`src/rtl/div_scheduler_pkg.sv`:
```
// Shared types and helpers for the divider scheduler.
//   div_op_t          : RISC-V divide/remainder operation encoding
//   div_sched_state_t : scheduler FSM states
//   is_neg / negate   : two's-complement helpers at XLEN width
package div_scheduler_pkg;

    localparam int XLEN = 32;

    typedef enum logic [1:0] {
        DIV  = 2'd0,
        DIVU = 2'd1,
        REM  = 2'd2,
        REMU = 2'd3
    } div_op_t;

    typedef enum logic [1:0] {
        IDLE = 2'd0,
        BUSY = 2'd1,
        DONE = 2'd2
    } div_sched_state_t;

    function automatic logic is_neg(input logic [XLEN-1:0] x);
        return x[XLEN-1];
    endfunction

    function automatic logic [XLEN-1:0] negate(input logic [XLEN-1:0] x);
        return (~x) + {{(XLEN-1){1'b0}}, 1'b1};
    endfunction

endpackage

```
`src/rtl/div_scheduler_rr_arbiter.sv`:
```
// Round-robin picker over `size` requesters.
//   clk, rst : clock, synchronous active-high reset (pointer -> 0)
//   req      : request vector
//   advance  : the current pick is taken; move the pointer past it
//   grant    : one-hot pick (combinational), first set bit at/after pointer
module rr_arbiter #(
    parameter int size = 15
) (
    input  logic            clk,
    input  logic            rst,
    input  logic [size-1:0] req,
    input  logic            advance,
    output logic [size-1:0] grant
);

    localparam int PTR_W = (size > 1) ? $clog2(size) : 1;
    localparam logic [PTR_W:0] SIZE_W = (PTR_W+1)'(size);

    logic [PTR_W-1:0] ptr_q, ptr_d;
    logic [PTR_W:0]   idx_w;
    logic [PTR_W:0]   nxt_w;
    logic             found;

    always_ff @(posedge clk) begin
        if (rst) begin
            ptr_q <= '0;
        end else begin
            ptr_q <= ptr_d;
        end
    end

    // Scan from the pointer, wrapping modulo size; first hit wins.
    always_comb begin
        grant = '0;
        found = 1'b0;
        idx_w = '0;
        nxt_w = '0;
        for (int k = 0; k < size; k++) begin
            idx_w = {1'b0, ptr_q} + (PTR_W+1)'(k);
            if (idx_w >= SIZE_W) begin
                idx_w = idx_w - SIZE_W;
            end
            if (!found && req[idx_w[PTR_W-1:0]]) begin
                found = 1'b1;
                grant[idx_w[PTR_W-1:0]] = 1'b1;
                nxt_w = (idx_w + 1'b1 == SIZE_W) ? '0 : idx_w + 1'b1;
            end
        end
        ptr_d = ptr_q;
        if (advance && found) begin
            ptr_d = nxt_w[PTR_W-1:0];
        end
    end

endmodule

```
`src/rtl/div_scheduler.sv`:
```
// Shares one unsigned iterative divider among `size` requesters and wraps
// it with RISC-V DIV/DIVU/REM/REMU sign, divide-by-zero and overflow rules.
//   req_*          : per-entry request (valid, op, dividend, divisor, tag)
//   grant          : one-hot accept pulse, only in IDLE
//   div_valid/a/b  : start/hold and unsigned operands to the divider
//   div_quo/rem/rdy: divider result
//   out_valid/data/tag : one-cycle result broadcast
//   flush          : abandon the in-flight operation, keep the RR pointer
module div_scheduler
    import div_scheduler_pkg::*;
#(
    parameter int size      = 15,
    parameter int width     = 32,
    parameter int tag_width = 4
) (
    input  logic                                 clk,
    input  logic                                 rst,
    input  logic                                 flush,
    input  logic    [size-1:0]                   req_valid,
    input  div_op_t [size-1:0]                   req_op,
    input  logic    [size-1:0][width-1:0]        req_r1,
    input  logic    [size-1:0][width-1:0]        req_r2,
    input  logic    [size-1:0][tag_width-1:0]    req_tag,
    output logic    [size-1:0]                   grant,
    output logic                                 div_valid,
    output logic    [width-1:0]                  div_a,
    output logic    [width-1:0]                  div_b,
    input  logic    [width-1:0]                  div_quo,
    input  logic    [width-1:0]                  div_rem,
    input  logic                                 div_rdy,
    output logic                                 out_valid,
    output logic    [width-1:0]                  out_data,
    output logic    [tag_width-1:0]              out_tag
);

    localparam logic [width-1:0] INT_MIN = {1'b1, {(width-1){1'b0}}};

    div_sched_state_t     state_q, state_d;
    div_op_t              op_q, op_d;
    logic [tag_width-1:0] tag_q, tag_d;
    logic                 neg_quo_q, neg_quo_d;
    logic                 neg_rem_q, neg_rem_d;
    logic [width-1:0]     a_q, a_d;
    logic [width-1:0]     b_q, b_d;
    logic [width-1:0]     out_data_q, out_data_d;

    logic [size-1:0]      arb_grant;
    logic                 take;
    logic                 any_req;
    div_op_t              sel_op;
    logic [width-1:0]     sel_r1, sel_r2;
    logic [tag_width-1:0] sel_tag;
    logic                 sel_signed, sel_is_rem, sel_sa, sel_sb;

    // A grant is only possible in IDLE and never during flush or reset.
    assign take    = (state_q == IDLE) && !flush && !rst;
    assign any_req = |req_valid;

    rr_arbiter #(.size(size)) u_arb (
        .clk     (clk),
        .rst     (rst),
        .req     (req_valid),
        .advance (take),
        .grant   (arb_grant)
    );

    // State register
    always_ff @(posedge clk) begin
        if (rst) begin
            state_q    <= IDLE;
            op_q       <= DIV;
            tag_q      <= '0;
            neg_quo_q  <= 1'b0;
            neg_rem_q  <= 1'b0;
            a_q        <= '0;
            b_q        <= '0;
            out_data_q <= '0;
        end else begin
            state_q    <= state_d;
            op_q       <= op_d;
            tag_q      <= tag_d;
            neg_quo_q  <= neg_quo_d;
            neg_rem_q  <= neg_rem_d;
            a_q        <= a_d;
            b_q        <= b_d;
            out_data_q <= out_data_d;
        end
    end

    // One-hot grant to operand mux.
    always_comb begin
        sel_op  = DIV;
        sel_r1  = '0;
        sel_r2  = '0;
        sel_tag = '0;
        for (int i = 0; i < size; i++) begin
            if (arb_grant[i]) begin
                sel_op  = req_op[i];
                sel_r1  = req_r1[i];
                sel_r2  = req_r2[i];
                sel_tag = req_tag[i];
            end
        end
        sel_signed = (sel_op == DIV) || (sel_op == REM);
        sel_is_rem = (sel_op == REM) || (sel_op == REMU);
        sel_sa     = sel_signed && is_neg(sel_r1);
        sel_sb     = sel_signed && is_neg(sel_r2);
    end

    // Next state and latched operands
    always_comb begin
        state_d    = state_q;
        op_d       = op_q;
        tag_d      = tag_q;
        neg_quo_d  = neg_quo_q;
        neg_rem_d  = neg_rem_q;
        a_d        = a_q;
        b_d        = b_q;
        out_data_d = out_data_q;
        case (state_q)
            IDLE: begin
                if (take && any_req) begin
                    op_d      = sel_op;
                    tag_d     = sel_tag;
                    neg_quo_d = sel_sa ^ sel_sb;
                    neg_rem_d = sel_sa;
                    a_d       = sel_sa ? negate(sel_r1) : sel_r1;
                    b_d       = sel_sb ? negate(sel_r2) : sel_r2;
                    // Results the divider cannot give directly are resolved here.
                    if (sel_r2 == '0) begin
                        out_data_d = sel_is_rem ? sel_r1 : '1;
                        state_d    = DONE;
                    end else if (sel_signed && sel_r1 == INT_MIN && sel_r2 == '1) begin
                        out_data_d = sel_is_rem ? '0 : INT_MIN;
                        state_d    = DONE;
                    end else begin
                        state_d    = BUSY;
                    end
                end
            end
            BUSY: begin
                if (flush) begin
                    state_d = IDLE;
                end else if (div_rdy) begin
                    case (op_q)
                        DIV:     out_data_d = neg_quo_q ? negate(div_quo) : div_quo;
                        REM:     out_data_d = neg_rem_q ? negate(div_rem) : div_rem;
                        DIVU:    out_data_d = div_quo;
                        default: out_data_d = div_rem;
                    endcase
                    state_d = DONE;
                end
            end
            DONE:    state_d = IDLE;
            default: state_d = IDLE;
        endcase
    end

    // Outputs
    always_comb begin
        grant     = take ? arb_grant : '0;
        div_valid = (state_q == BUSY);
        div_a     = a_q;
        div_b     = b_q;
        out_valid = (state_q == DONE) && !flush && !rst;
        out_data  = out_data_q;
        out_tag   = tag_q;
    end

endmodule
```
`config.mk`:
```
export PLATFORM = sky130hd
export DESIGN_NAME = div_scheduler
export DESIGN_NICKNAME = d
export VERILOG_FILES = /design/src/rtl/div_scheduler_pkg.sv /design/src/rtl/div_scheduler_rr_arbiter.sv /design/src/rtl/div_scheduler.sv
export SDC_FILE = /design/constraint.sdc
export NUM_CORES = 1
export LEC_CHECK = 0
export ABC_AREA = 1
export CAP_MARGIN = 20
export CORE_AREA = 2 2 489 491
export CTS_BUF_LIST = sky130_fd_sc_hd__clkbuf_8 sky130_fd_sc_hd__clkbuf_16
export DETAILED_ROUTE_END_ITERATION = 7
export DIE_AREA = 0 0 491 493
export DONT_BUFFER_PORTS = 1
export GPL_ROUTABILITY_DRIVEN = 0
export MAX_ROUTING_LAYER = met4
export PLACE_DENSITY = 0.35
export SETUP_SLACK_MARGIN = 0.5
export SLEW_MARGIN = 5
export SYNTH_ARGS = -nofsm -noshare
export SYNTH_HDL_FRONTEND = slang
export SYNTH_SLANG_ARGS = --single-unit
```
`constraint.sdc`:
```
create_clock -name clk -period 6.9 [get_ports clk]
set_clock_uncertainty 0.1 [all_clocks]
set_input_delay 0.69 -clock clk [delete_from_list [all_inputs] [get_ports clk]]
set_output_delay 0.69 -clock clk [all_outputs]
set_load 0.01 [all_outputs]
```
==> flow_summary.ini, run 1 <==
[cts]
clock_path_buffers = 2
h-tree-depth = 3
cts_num_sinks = 110
cts-root-buf = clkbuf_16
cts_buffers = 9

[synthesis]
synth_edf_count = 0
synthCells = 5505
syn_avg_cell_area_um2 = 5.16
ys_seq_area_share_pct = 7.75
synthesis.nets = 6733
synth-async-reset-ratio_pct = 0
synthFlopType = dfxtp_1
ys_ff_latch = 110
yosys_warnings = 0
synth_area_um2 = 28400
yosys.cell_types.count = 69

[run_status]
outcome = did not finish
toolErrorMsg = [ERROR DRT-0255] Maze Route cannot find path of net req_r1[18] in worker of routeBox ( 483000 96600 ) ( 491000 144900 ).
lastStage = detailed routing

[floorplanning]
start_util_pct = 12.0
die_h_um = 493
num_rows = 179
die_w_um = 491
io_pins = 1250

[timing]
worstEndpointGrtRepair = out_data[10]$_SDFFE_PP0P_/D
worstEpCategory = sequential cell input

[placed_design]
place_hpwl_um = 232000
io_buffers = 0

[global_routing]
antenna_found_initial = 89
grt_max_degree = 82
grt_overflow = 0
grt_use_total_pct = 21.6
grt_pass1_vias = 40169
grt_pass1_wl_um = 351000
-- layer usage --
metal,global-route usage (%)
met3,5.98
met4,10.4
met1,25.2
met5,-
met2,34.1
-- kinds of logic after synthesis --
group	after synthesis	synth area share, %
xor+xnor	72	2.31
simple gates	2743	41.3
fa+ha+maj	95	4.18
compound gates	1564	31.2
flops	110	7.75
buf+inv	921	13.2
-- synthesized netlist by cell type, types with 9 or more instances --
| cell | instances | area, µm² |
|---|---|---|
| nand2_1 | 1650 | 6190 |
| a21oi_1 | 843 | 4220 |
| inv_1 | 509 | 1910 |
| nor2_1 | 421 | 1580 |
| nand3_1 | 370 | 1850 |
| o21ai_0 | 246 | 1230 |
| o21a_1 | 199 | 1490 |
| clkbuf_1 | 155 | 582 |
| dfxtp_1 | 110 | 2200 |
| buf_2 | 95 | 475 |
| ha_1 | 95 | 1190 |
| o21ai_1 | 94 | 470 |
| inv_2 | 81 | 304 |
| or2_2 | 77 | 482 |
| nor3_1 | 60 | 300 |
| xor2_1 | 55 | 482 |
| o211ai_1 | 50 | 375 |
| nand4_1 | 44 | 275 |
| nand2_2 | 34 | 213 |
| buf_1 | 31 | 116 |
| a31oi_1 | 22 | 138 |
| buf_6 | 17 | 191 |
| clkinv_1 | 17 | 63.8 |
| buf_4 | 16 | 120 |
| nor2_2 | 16 | 100 |
| o21ai_2 | 16 | 140 |
| xnor2_1 | 15 | 131 |
| o2111ai_1 | 14 | 123 |
| nand3_2 | 12 | 120 |
| o221ai_1 | 11 | 96.3 |
| o31ai_1 | 11 | 82.6 |
| nor2_4 | 9 | 101 |
-- metrics by stage --
stage / TNS (ns) / hold slack, ns / instances / area, µm² / setup WS [ns]
after floorplan: 0 / 0.345 / 5505 / 28400 / 0.508
after CTS: -39.62 / 0.237 / 9477 / 43100 / -0.656
after global routing: -68.21 / 0.255 / 9696 / 48600 / -0.933
after detailed placement: -132.16 / 0.362 / 9408 / 40700 / -1.99
after global placement: -128.11 / 0.361 / 9408 / 40700 / -2.00
-- timing repair --
item | 4_1_cts | 5_1_grt
cloned | 9 | 21
gates resized for setup | 434 | 1048
pin swaps | 101 | 401
setup endpoints to repair | 115 | 115
buffers inserted | 44 | 139
hold buffers | 0 | 0
==> run 2: changes to the inputs <==
--- a/config.mk
+++ b/config.mk
@@ -7,15 +7,12 @@
 export LEC_CHECK = 0
 export ABC_AREA = 1
 export CAP_MARGIN = 20
-export CORE_AREA = 2 2 489 491
-export CTS_BUF_LIST = sky130_fd_sc_hd__clkbuf_8 sky130_fd_sc_hd__clkbuf_16
+export CORE_AREA = 2 2 482 484
 export DETAILED_ROUTE_END_ITERATION = 7
-export DIE_AREA = 0 0 491 493
+export DIE_AREA = 0 0 484 486
 export DONT_BUFFER_PORTS = 1
 export GPL_ROUTABILITY_DRIVEN = 0
-export MAX_ROUTING_LAYER = met4
-export PLACE_DENSITY = 0.35
-export SETUP_SLACK_MARGIN = 0.5
+export PLACE_DENSITY_LB_ADDON = 0.15
 export SLEW_MARGIN = 5
 export SYNTH_ARGS = -nofsm -noshare
 export SYNTH_HDL_FRONTEND = slang
==> constraint.sdc (replaced) <==
create_clock -name clk -period 9 [get_ports clk]
set_clock_uncertainty 0.1 [all_clocks]
set_input_delay 0.9 -clock clk [delete_from_list [all_inputs] [get_ports clk]]
set_output_delay 0.9 -clock clk [all_outputs]
set_load 0.01 [all_outputs]
==> run 2 against run 1 <==
Effect of this change: the flow now finishes, with violations (DRC); synthesized cell count is the same; area after synthesis is the same; global-route usage shrank 0.28 points.
==> flow_summary.ini, run 2 <==
[detailed_routing]
ant_nets = 0
drc = 9
dr.pass1.iters = 8
wl_um = 266000
drt_iter0_drc = 3670
via_per_inst = 4.57
vias = 39798
routedWlPerCell_um = 30.5

[power]
swShare_pct = 65.2
p_seq_share_pct = 4.5
comb_power_share_pct = 92.7
clkPwrFrac_pct = 2.8
p_sw_w = 0.0105
p_leak_nw = 16.3
internal_power_w = 0.00560
p_per_area_nw_per_um2 = 449
total_power_w = 0.0161
peakVddDrop_mv = 0.178

[global_routing]
antenna_found_initial = 88
grt_max_degree = 82
grt_pass1_wl_um = 344000
grt_use_total_pct = 21.3
grt_pass1_vias = 37628
grt_overflow = 0

[synthesis]
synthFlopType = dfxtp_1
synth_edf_count = 0
yosys-top-cells-count = 1650 x nand2_1, 843 x a21oi_1, 509 x inv_1, 421 x nor2_1, 370 x nand3_1
yosysTopAreaCell = nand2_1
synth-async-reset-ratio_pct = 0
yosys-top-cells-area = nand2_1 22%, a21oi_1 15%, dfxtp_1 7.8%, inv_1 6.7%, nand3_1 6.5%
ys_ff_latch = 110
synth_area_um2 = 28400
syn_avg_cell_area_um2 = 5.16
synth.top_cell.area_share_pct = 21.8
synthCells = 5505
yosys.cell_types.count = 69
post-synth-top-count-cell = nand2_1
ys_seq_area_share_pct = 7.75
yosys_warnings = 0
synthesis.nets = 6733

[timing]
period_share_pct = 95.1
fmax_mhz = 117
rsz0062_at_grt = false
finalHoldViolCount = 0
finalSetupViolCount = 0
final_max_slew_viol_count = 0
fin_tns_setup_ns = 0
period_minus_slack_ns = 8.56
tightest_slew_ns = 1.03
relSlewSlack_pct = 31.3

[critical_path]
worstPathMaxFanout = 39
regToRegStartpoint = u_arb.ptr_q[1]
cp-end-kind = register
cp-start-kind = register
cpPeakStageDelay_ns = 0.59
critPathRequiredTime_ns = 9.26
worst_ep_arrival_time_ns = 8.81
reg2regPathDepth = 48
crit_slowest_cell = a21oi_1
rr_endpoint = out_data[0]
r2r_slack_ns = 0.44
critPathKind = register to register
cp_common_cell = nand2_1

[run_status]
failed_checks = DRC
outcome = complete, but fails checks

[floorplanning]
start_util_pct = 12.4
dieArea_um2 = 235000
core_um2 = 229000
die_h_um = 486
die_w_um = 484
num_rows = 176
io_pins = 1250

[finish]
syn_to_final_growth_pct = 26.1
final_common_cell = nand2_1
final_cell_area_um2 = 35800
final_cell_mix = 1638 x nand2_1, 839 x a21oi_1, 505 x inv_1
design.final.nets = 6854
fin_cells = 8700
final_core_util_pct = 15.6
drive_gt1_share_pct = 13.4

[worst_hold_path]
hold_depth = 2
hold_path_class = register to register
holdPathEnd = out_data[19]
min_from = out_data[19]

[placed_design]
place_area_um2 = 35000
place_hpwl_um = 228000
placedCellCount = 8623
io_buffers = 0

[cts]
cts_buffers = 9
clkTransAtPathRegs_ns = 0.10
clock_path_buffers = 2
h-tree-depth = 3
cts-root-buf = clkbuf_16
clk_latency_ns = 0.41
cts_tree = yes
cts_num_sinks = 110
cts_hold_buf = 0

[job]
maxCapViolCount = 0
-- run 2: cell counts after synthesis --
No cell type changed its count.
-- run 2: logic make-up (layout without fill, tap and decap cells) --
logic type | Yosys count | count (layout) | synth area share, %
xor gates and xnor gates | 72 | 72 | 2.31
buffers and inverters | 921 | 1047 | 13.2
AOI/OAI and AO/OA | 1564 | 1564 | 31.2
other | 0 | 43 | 0
DFF | 110 | 110 | 7.75
adders and majority gates | 95 | 95 | 4.18
and+or+nand+nor | 2743 | 2743 | 41.3
-- run 2: stage by stage --
step	hold slack, ns	setup WS (ns)
5_1_grt	0.463	0.00437
3_3_place_gp	0.461	-0.510
6_report	0.456	0.445
3_5_place_dp	0.445	-0.511
4_1_cts	0.443	0.00817
2_1_floorplan	0.345	2.52
-- run 2: how the worst max path moves through the flow --
stage | start | endpoint | slack [ns] | cells after the start
after floorplan | u_arb.ptr_q[1] | out_data[10] | 2.52 | 51
after global placement | u_arb.ptr_q[2] | out_data[27] | -0.51 | 51
after detailed placement | u_arb.ptr_q[2] | out_data[19] | -0.51 | 51
after CTS | u_arb.ptr_q[1] | out_data[19] | 0.008 | 54
after global routing | u_arb.ptr_q[1] | out_data[31] | 0.004 | 58
final | u_arb.ptr_q[1] | out_data[0] | 0.44 | 48
-- run 2: final cells by class --
class | count | area [µm²]
well taps | 3026 | 3790
multi-input cells | 4474 | 22700
inverters | 607 | 2310
clock inverters | 6 | 66.3
fillers | 27288 | 194000
flip-flops and latches | 110 | 2210
repair buffers | 424 | 4380
clock buffers | 10 | 229
diodes | 43 | 108
-- run 2: critical path: cells and delay by family, from the launching register on --
family / cells / cell delay, ns
DFF: 1 / 0.35
and+or+nand+nor: 24 / 2.78
buffers and inverters: 10 / 1.57
adders and majority gates: 3 / 0.79
AOI/OAI and AO/OA: 11 / 2.80
-- run 2: power by group through the flow --
| stage | Clock, W | Combinational [W] | Sequential [W] |
|---|---|---|---|
| after floorplan | 0 | 0.00630 | 0.000650 |
| after global placement | 0 | 0.0150 | 0.000744 |
| after detailed placement | 0 | 0.0150 | 0.000743 |
| after CTS | 0.000472 | 0.0150 | 0.000732 |
| after global routing | 0.000482 | 0.0161 | 0.000741 |
| final | 0.000450 | 0.0149 | 0.000727 |
-- run 2: routing by layer --
layer	GRT usage [%]	vias up	part of all wire, %	wire length [µm]
met1	26.5	19087	42	110000
li1	-	18395	-	-
met3	3.62	309	6.7	17700
met2	36.3	2001	47	126000
met5	0	-	0.014	37
met4	8.45	6	4.5	11900
-- run 2: repair_timing --
item | 4_1_cts | 5_1_grt
gates resized for setup | 7 | 41
endpoints found under the setup margin | 82 | 87
cloned | 0 | 1
buffers inserted | 4 | 13
pin swaps | 1 | 11
(Power assumes the default switching activity.)
